`config.mk`:
```
export PLATFORM = sky130hd
export DESIGN_NAME = fifo_wr_arbiter
export DESIGN_NICKNAME = d
export VERILOG_FILES = /design/src/rtl/fifo_wr_arbiter.sv
export SDC_FILE = /design/constraint.sdc
export NUM_CORES = 1
export LEC_CHECK = 0
export ABC_AREA = 1
export CAP_MARGIN = 25
export CORE_ASPECT_RATIO = 0.75
export CORE_UTILIZATION = 44
export DETAILED_ROUTE_END_ITERATION = 6
export PLACE_DENSITY = 0.82
export SETUP_SLACK_MARGIN = 0.05
export SLEW_MARGIN = 20
export SYNTH_ARGS = -nofsm -noshare
export SYNTH_HDL_FRONTEND = slang
export SYNTH_SLANG_ARGS = --single-unit
```
`constraint.sdc`:
```
create_clock -name Clk -period 2 [get_ports Clk]
set_input_delay 0.2 -clock Clk [delete_from_list [all_inputs] [get_ports Clk]]
set_output_delay 0.2 -clock Clk [all_outputs]
set_load 0.01 [all_outputs]
```
`src/rtl/fifo_wr_arbiter.sv`:
```
// fifo_wr_arbiter: round-robin write arbiter that lets Nreq requesters write
// bursts of up to MaxBurst words into a single FIFO write port.
//
// state | meaning
// ------+---------------------------------------------------------------
// IDLE  | no grant; pick the next requester after Ptr in round-robin order
// BURST | one requester granted; each accepted word is an Ack / FIFO write
//
// Ack is also held low while Rst is high. A burst aborted by reset then
// accepts no word in the reset cycle, and the requester and the FIFO stay in
// step: each requester advances its data on Ack, and the FIFO writes on nWr.
module fifo_wr_arbiter #(
    parameter int Bsize    = 8,
    parameter int Nreq     = 4,
    parameter int MaxBurst = 4
) (
    input  logic                    Clk,
    input  logic                    Rst,
    input  logic [Nreq-1:0]         Req,
    input  logic [Nreq*Bsize-1:0]   Din_Bus,
    output logic [Nreq-1:0]         Gnt,
    output logic [Nreq-1:0]         Ack,
    input  logic                    Full,
    output logic                    nWr,
    output logic [Bsize-1:0]        Dout,
    output logic                    Busy
);

    localparam int PW = (Nreq > 1) ? $clog2(Nreq) : 1;
    localparam int CW = $clog2(MaxBurst) + 1;

    localparam logic [0:0] IDLE  = 1'b0;
    localparam logic [0:0] BURST = 1'b1;

    logic [0:0]    state;
    logic [PW-1:0] ptr;
    logic [PW-1:0] gidx;
    logic [CW-1:0] cnt;

    logic [PW-1:0] sel_idx;
    logic [PW-1:0] cand;
    logic          sel_found;
    logic          any_ack;
    logic          req_g;
    logic          burst_end;

    assign Ack       = Rst ? '0 : (Gnt & Req & {Nreq{~Full}});
    assign any_ack   = |Ack;
    assign nWr       = ~any_ack;
    assign Busy      = (state == BURST);
    assign req_g     = Req[gidx];
    assign burst_end = ~req_g | (any_ack & (cnt == CW'(MaxBurst - 1)));

    // Round-robin search starting just after the last-served requester;
    // walking k downwards lets the nearest candidate overwrite farther ones.
    always_comb begin
        sel_found = 1'b0;
        sel_idx   = '0;
        cand      = '0;
        for (int k = Nreq; k >= 1; k--) begin
            cand = PW'((int'(ptr) + k) % Nreq);
            if (Req[cand]) begin
                sel_found = 1'b1;
                sel_idx   = cand;
            end
        end
    end

    // Route the granted requester's word to the FIFO, zero when nothing is granted.
    always_comb begin
        Dout = '0;
        if (|Gnt) begin
            Dout = Din_Bus[int'(gidx)*Bsize +: Bsize];
        end
    end

    // Grant/burst sequencing, last-served pointer and burst word counter.
    always_ff @(posedge Clk) begin
        if (Rst) begin
            state <= IDLE;
            Gnt   <= '0;
            cnt   <= '0;
            ptr   <= PW'(Nreq - 1);
            gidx  <= '0;
        end else begin
            case (state)
                IDLE: begin
                    if (sel_found) begin
                        Gnt   <= {{(Nreq-1){1'b0}}, 1'b1} << sel_idx;
                        gidx  <= sel_idx;
                        cnt   <= '0;
                        state <= BURST;
                    end else begin
                        Gnt <= '0;
                    end
                end
                BURST: begin
                    if (burst_end) begin
                        state <= IDLE;
                        Gnt   <= '0;
                        ptr   <= gidx;
                        cnt   <= '0;
                    end else if (any_ack) begin
                        cnt <= cnt + CW'(1);
                    end
                end
                default: begin
                    state <= IDLE;
                    Gnt   <= '0;
                end
            endcase
        end
    end

endmodule

```
**Yosys cells after proc, flatten, opt, wreduce, memory -nomap -nowiden**

Index checks and enable logic that the tools add are counted.

- Mux-type cells: 30
- Eq/ne operators: 4
- Add/subtract/negate cells: 5
- Shift operators: 2
- Multiply operators: 0
- Reduce and logical (&&, ||, !) cells: 5
- Order comparisons: 5
- Div/mod/pow operators: 0
- Bitwise logic cells: 8

Operators with widths:

| kind | number |
|---|---|
| $shiftx 32x6->8 | 1 |
| $lt 2x3->1 const B | 5 |
| $mux 4 | 3 |
| $mux 1 | 11 |
| $bmux 1 s2 | 5 |
| $mux 3 | 3 |
| $and 4x4->4 | 2 |
| $mux 2 | 4 |
| $mux 8 | 1 |
| $pmux 4 s2 | 1 |
| $reduce_or 4->1 | 2 |
| $pmux 3 s2 | 1 |
| $reduce_and 2->1 | 3 |
| $add 2x1->2 const B | 2 |
| $add 2x2->2 const B | 2 |
| $not 1->1 | 4 |
| $shl 1x2->4 const A | 1 |
| $add 3x1->3 const B | 1 |
| $eq 3x2->1 const B | 1 |
| $ne 3x1->1 const B | 1 |
| $ne 2x1->1 const B | 1 |
| $ne 2x2->1 const B | 1 |
| $pmux 1 s2 | 1 |
| $and 1x1->1 | 1 |
| $or 1x1->1 | 1 |

- Memory bits (writable): 0
- ROM bits: 0
- Memories: 0
- Register bits: 12
- Output and inout bits: 18
- Bits in latches: 0
- Logic and storage cells: 64

**Longest topological paths before layout**

- Depth in word-level cells: 10
- Depth in mapped cells: 13
- Mapped depth without buffers: 12

**Worst setup path before layout**

OpenSTA, ideal clock, no wires.

- Path type: flip-flop to output port
- From: reg Gnt[3]
- To: out Dout[0]
- Cell stages (with the launch flop): 3
- Slack: 554 ps
- Arrival time: 1246 ps
- Path buffers: 0
- Cell sequence: dfxtp_1 > nor4_1 > a21oi_1

- Cells in the longest elaborated chain, start to end: 2

RTL lines:

| what | RTL line | RTL |
|---|---|---|
| start: declaration | 21 | `output logic [Nreq-1:0] Gnt,` |
| start signal: assignment | 89 | `Gnt <= {{(Nreq-1){1'b0}}, 1'b1} << sel_idx;` |
| $reduce_or 4->1 | 72 | `if (\|Gnt) begin` |
| $mux 8 | 72 |  |
| end: declaration | 25 | `output logic [Bsize-1:0] Dout,` |

No other way between the ends.

**Final worst setup path**

- From: in Req[3]
- To: out nWr

- Cells in the longest elaborated chain, start to end: 5

RTL lines:

| what | RTL line | RTL |
|---|---|---|
| start: declaration | 19 | `input logic [Nreq-1:0] Req,` |
| $and 4x4->4 (2 in a row) | 47 | `assign Ack = Rst ? '0 : (Gnt & Req & {Nreq{~Full}});` |
| $mux 4 | 47 |  |
| $reduce_or 4->1 | 48 | `assign any_ack = \|Ack;` |
| $not 1->1 | 49 | `assign nWr = ~any_ack;` |
| end: declaration | 24 | `output logic nWr,` |

No other way between the ends.

==> summary.txt <==
Status
  – Outcome: finished, final reports clean

Floorplanning
  – Chip Height: about 47 um
  – Core Area: 2400 um^2
  – Initial core utilization: between 40% and 50%
  – Rows: 15
  – IO Pins: 57
  – Die ar.: around 2900 um^2
  – Die Width: 61.4 um

Timing
  – Setup TNS: 0 ns
  – Final setup violation count: 0
  – Final slew viol count: 0
  – Fin crit period: 1.89 ns
  – Final hold vios: 0
  – Slew @ Worst Pin: 0.352 ns
  – RSZ-0062 raised after global routing: false
  – Max_slew headroom: 76.5%
  – Final period util: a little over nine tenths
  – Clk_skew: between 0.0015 and 0.002 ns
  – Max Freq: 0.529 GHz

Worst setup path
  – CP max FO: 4
  – Slowest stage delay, CP: around 0.54 ns
  – Reg-to-reg slack, setup: 0.36 ns
  – Crit end category: output port
  – Startpoint types: input port
  – Worst Path Arrival: approximately 1.7 ns
  – Setup Crit Path Kind: in -> out
  – Worst Path Required: 1.80 ns
  – Cell at the slowest stage of the critical path: clkdlybuf4s50_1
  – Critical-path cell list: clkdlybuf4s50_1 -> nand2_1 -> inv_1 -> nand2_1 -> nand4_1 -> inv_1 -> clkdlybuf4s50_1

Clock network
  – Inserted Clock Buffers: 3
  – Clock H-tree levels: 1
  – CTS tree: yes
  – TritonCTS Sinks: 12
  – CTS Root Cell: clkbuf_4
  – CTS Buffer Depth: 2
  – Clock Latency Late Sink: 0.27 ns
  – Clock slew at reported path FFs: about 0.080 ns

Finish
  – Diodes inserted: 0
  – Nets@finish: between 300 and 400
  – Core Util, Final: between 70% and 80%
  – Synthesis-to-finish area growth: 58.1%
  – Filler Cell Count: approximately 210
  – Fin area: 1840 um^2
  – Fraction of layout cells with a size suffix above 1: 12.7%

Route
  – Via count: approximately 1500
  – Drt drc: 0
  – Total iterations of the first detailed-routing run: 5
  – Detailed Route Iter0 Violations: 133
  – DR vias/cell: 4.82
  – Wire length per cell: 11.2 um
  – DRT Wirelength: 3.38 mm
  – Post-DRT Antenna Nets: 0

Yosys
  – Post-synth ARST share: 0%
  – Synth area leader: dfxtp_1
  – Syn. warnings: 0
  – Synthesized area per cell: ~5.6 um^2
  – Register area share after synthesis: 20.6%
  – Synth top area share: 20.6%
  – Post-synth net total: about 250
  – Count leader, synth: nand2_1
  – Number of synthesized register bits: 12
  – Synth cell count leaders: 54 x nand2_1, 38 x nor2_1, 22 x inv_1
  – Synth Cell Area: between 1000 and 1500 um^2
  – Post-synth cell types: 26
  – Post-synth EDFFs: 0
  – Area contributors post-synth: dfxtp_1 21%, nand2_1 17%, nor2_1 12%
  – Syn Inst Count: slightly above 200
  – Synth Flop Type: dfxtp_1

GRT
  – First-pass GRT wire length: 5.09 mm
  – Global route overflow: 0
  – Number of antenna violations at the first check in global routing: 0
  – Met3 GRT Util: 5.06%
  – Grt met2 use: 39.6%
  – Met1 Usage GRT: 34.6%
  – Overall Global Routing Usage: 24.3%
  – Gr busiest metal: met2
  – Largest net degree at the start of global routing: 18
  – Vias in the first global route: 1177

Placement
  – PortBufs: 56
  – RePlAce Congestion: roughly 0.85
  – Detailed Place HPWL: around 2.7 mm
  – Placed Area: 1760 um^2

Pwr
  – Worst VDD drop: 0.724 mV
  – Pwr Total: 0.00248 W
  – PwrDens: approximately 1300 nW/um^2
  – LEAKAGE: approximately 0.95 nW

Min path
  – Worst Hold Class: in -> reg

Flow run
  – Max_cap viols: 0
==> worst max-delay path: cells and delay by family <==
kind                   cells  cell delay, ns
and+or+nand+nor            3            0.32
buffers and inverters      4            1.18
==> cells by family after synthesis <==
family	after synthesis	share of synthesized area [%]
buffers and inverters	34	13.2
flip-flops	12	20.6
adder cells (fa/ha/maj)	2	2.15
AND/OR/NAND/NOR	117	45.3
AO/OA/AOI/OAI	41	18.7
==> report_power, final <==
group / internal [W] / switching [W] / leakage (nW)
clock: 0.000111 / 0.0000836 / 0.0210
sequential: 0.000343 / 0.000119 / 0.0994
combinational: 0.000793 / 0.00103 / 0.828
total: 0.00125 / 0.00123 / 0.948
==> final timing paths <==
check,startpoint,to,depth (start not counted)
setup / recovery,Req[3],nWr,7
hold / removal,Rst,Gnt[0],3
setup reg to reg,gidx[0],cnt[2],11
hold reg to reg,cnt[0],cnt[0],2
==> placed cells by master (no fill, tap or decap) <==
| cell type | synthesis | final |
|---|---|---|
| nor2_2 | 1 | 1 |
| nand2_2 | 5 | 5 |
| o211ai_1 | 2 | 2 |
| a21oi_1 | 18 | 18 |
| o21ai_1 | 1 | 1 |
| nor2_4 | 4 | 4 |
| clkbuf_8 | 0 | 1 |
| nor2_1 | 38 | 38 |
| nor4_1 | 1 | 1 |
| clkinvlp_4 | 0 | 1 |
| clkbuf_4 | 0 | 3 |
| nand4_1 | 3 | 3 |
| dfxtp_1 | 12 | 11 |
| nand4_2 | 1 | 1 |
| o21ai_0 | 18 | 18 |
| dlymetal6s2s_1 | 0 | 4 |
| nand3_2 | 1 | 1 |
| nand3_1 | 7 | 7 |
| buf_12 | 0 | 1 |
| dfxtp_4 | 0 | 1 |
| inv_6 | 1 | 1 |
| ha_1 | 2 | 2 |
| inv_2 | 4 | 4 |
| clkdlybuf4s50_1 | 0 | 47 |
| a21oi_2 | 2 | 2 |
| buf_4 | 1 | 7 |
| nand2_4 | 1 | 1 |
| nand2_1 | 54 | 54 |
| dlygate4sd2_1 | 0 | 5 |
| inv_1 | 22 | 21 |
| nor3_1 | 1 | 1 |
==> timing repair <==
| action | CTS | global route |
|---|---|---|
| resized for setup | 8 | 4 |
| setup endpoints to repair | 8 | 5 |
| hold buffers | 0 | 0 |
| pin swaps | 0 | 0 |
| buffers inserted | 1 | 2 |
==> stage by stage <==
stage / worst slack (ns) / instances / hold slack (ns)
global route: 0.0590 / 301 / 0.360
global placement: 0.159 / 294 / 0.501
finish: 0.108 / 301 / 0.349
detailed placement: 0.121 / 294 / 0.506
floorplan: 0.554 / 206 / 0.390
CTS: 0.0535 / 299 / 0.525
==> state kept, by name, summed over array words and instances (netlist names) <==
name	flops
Gnt	4
cnt	3
gidx	2
ptr	2
Busy	1
==> routing by layer <==
layer	part of all wire (%)	wire [um]
met1	50	1700
met2	44	1480
met3	5.8	197
met4	0.24	8
met5	0	0
==> final cells by class <==
| cell class | count | area [um^2] | area share [%] |
|---|---|---|---|
| tap | 34 | 42.5 | 2.31 |
| timing repair buffer | 64 | 637 | 34.6 |
| inverter | 27 | 110 | 5.99 |
| sequential | 12 | 244 | 13.3 |
| multi-input combinational | 160 | 769 | 41.8 |
| clock buffer | 4 | 36.3 | 1.97 |
No activity file was read; power rests on OpenSTA's default activity.
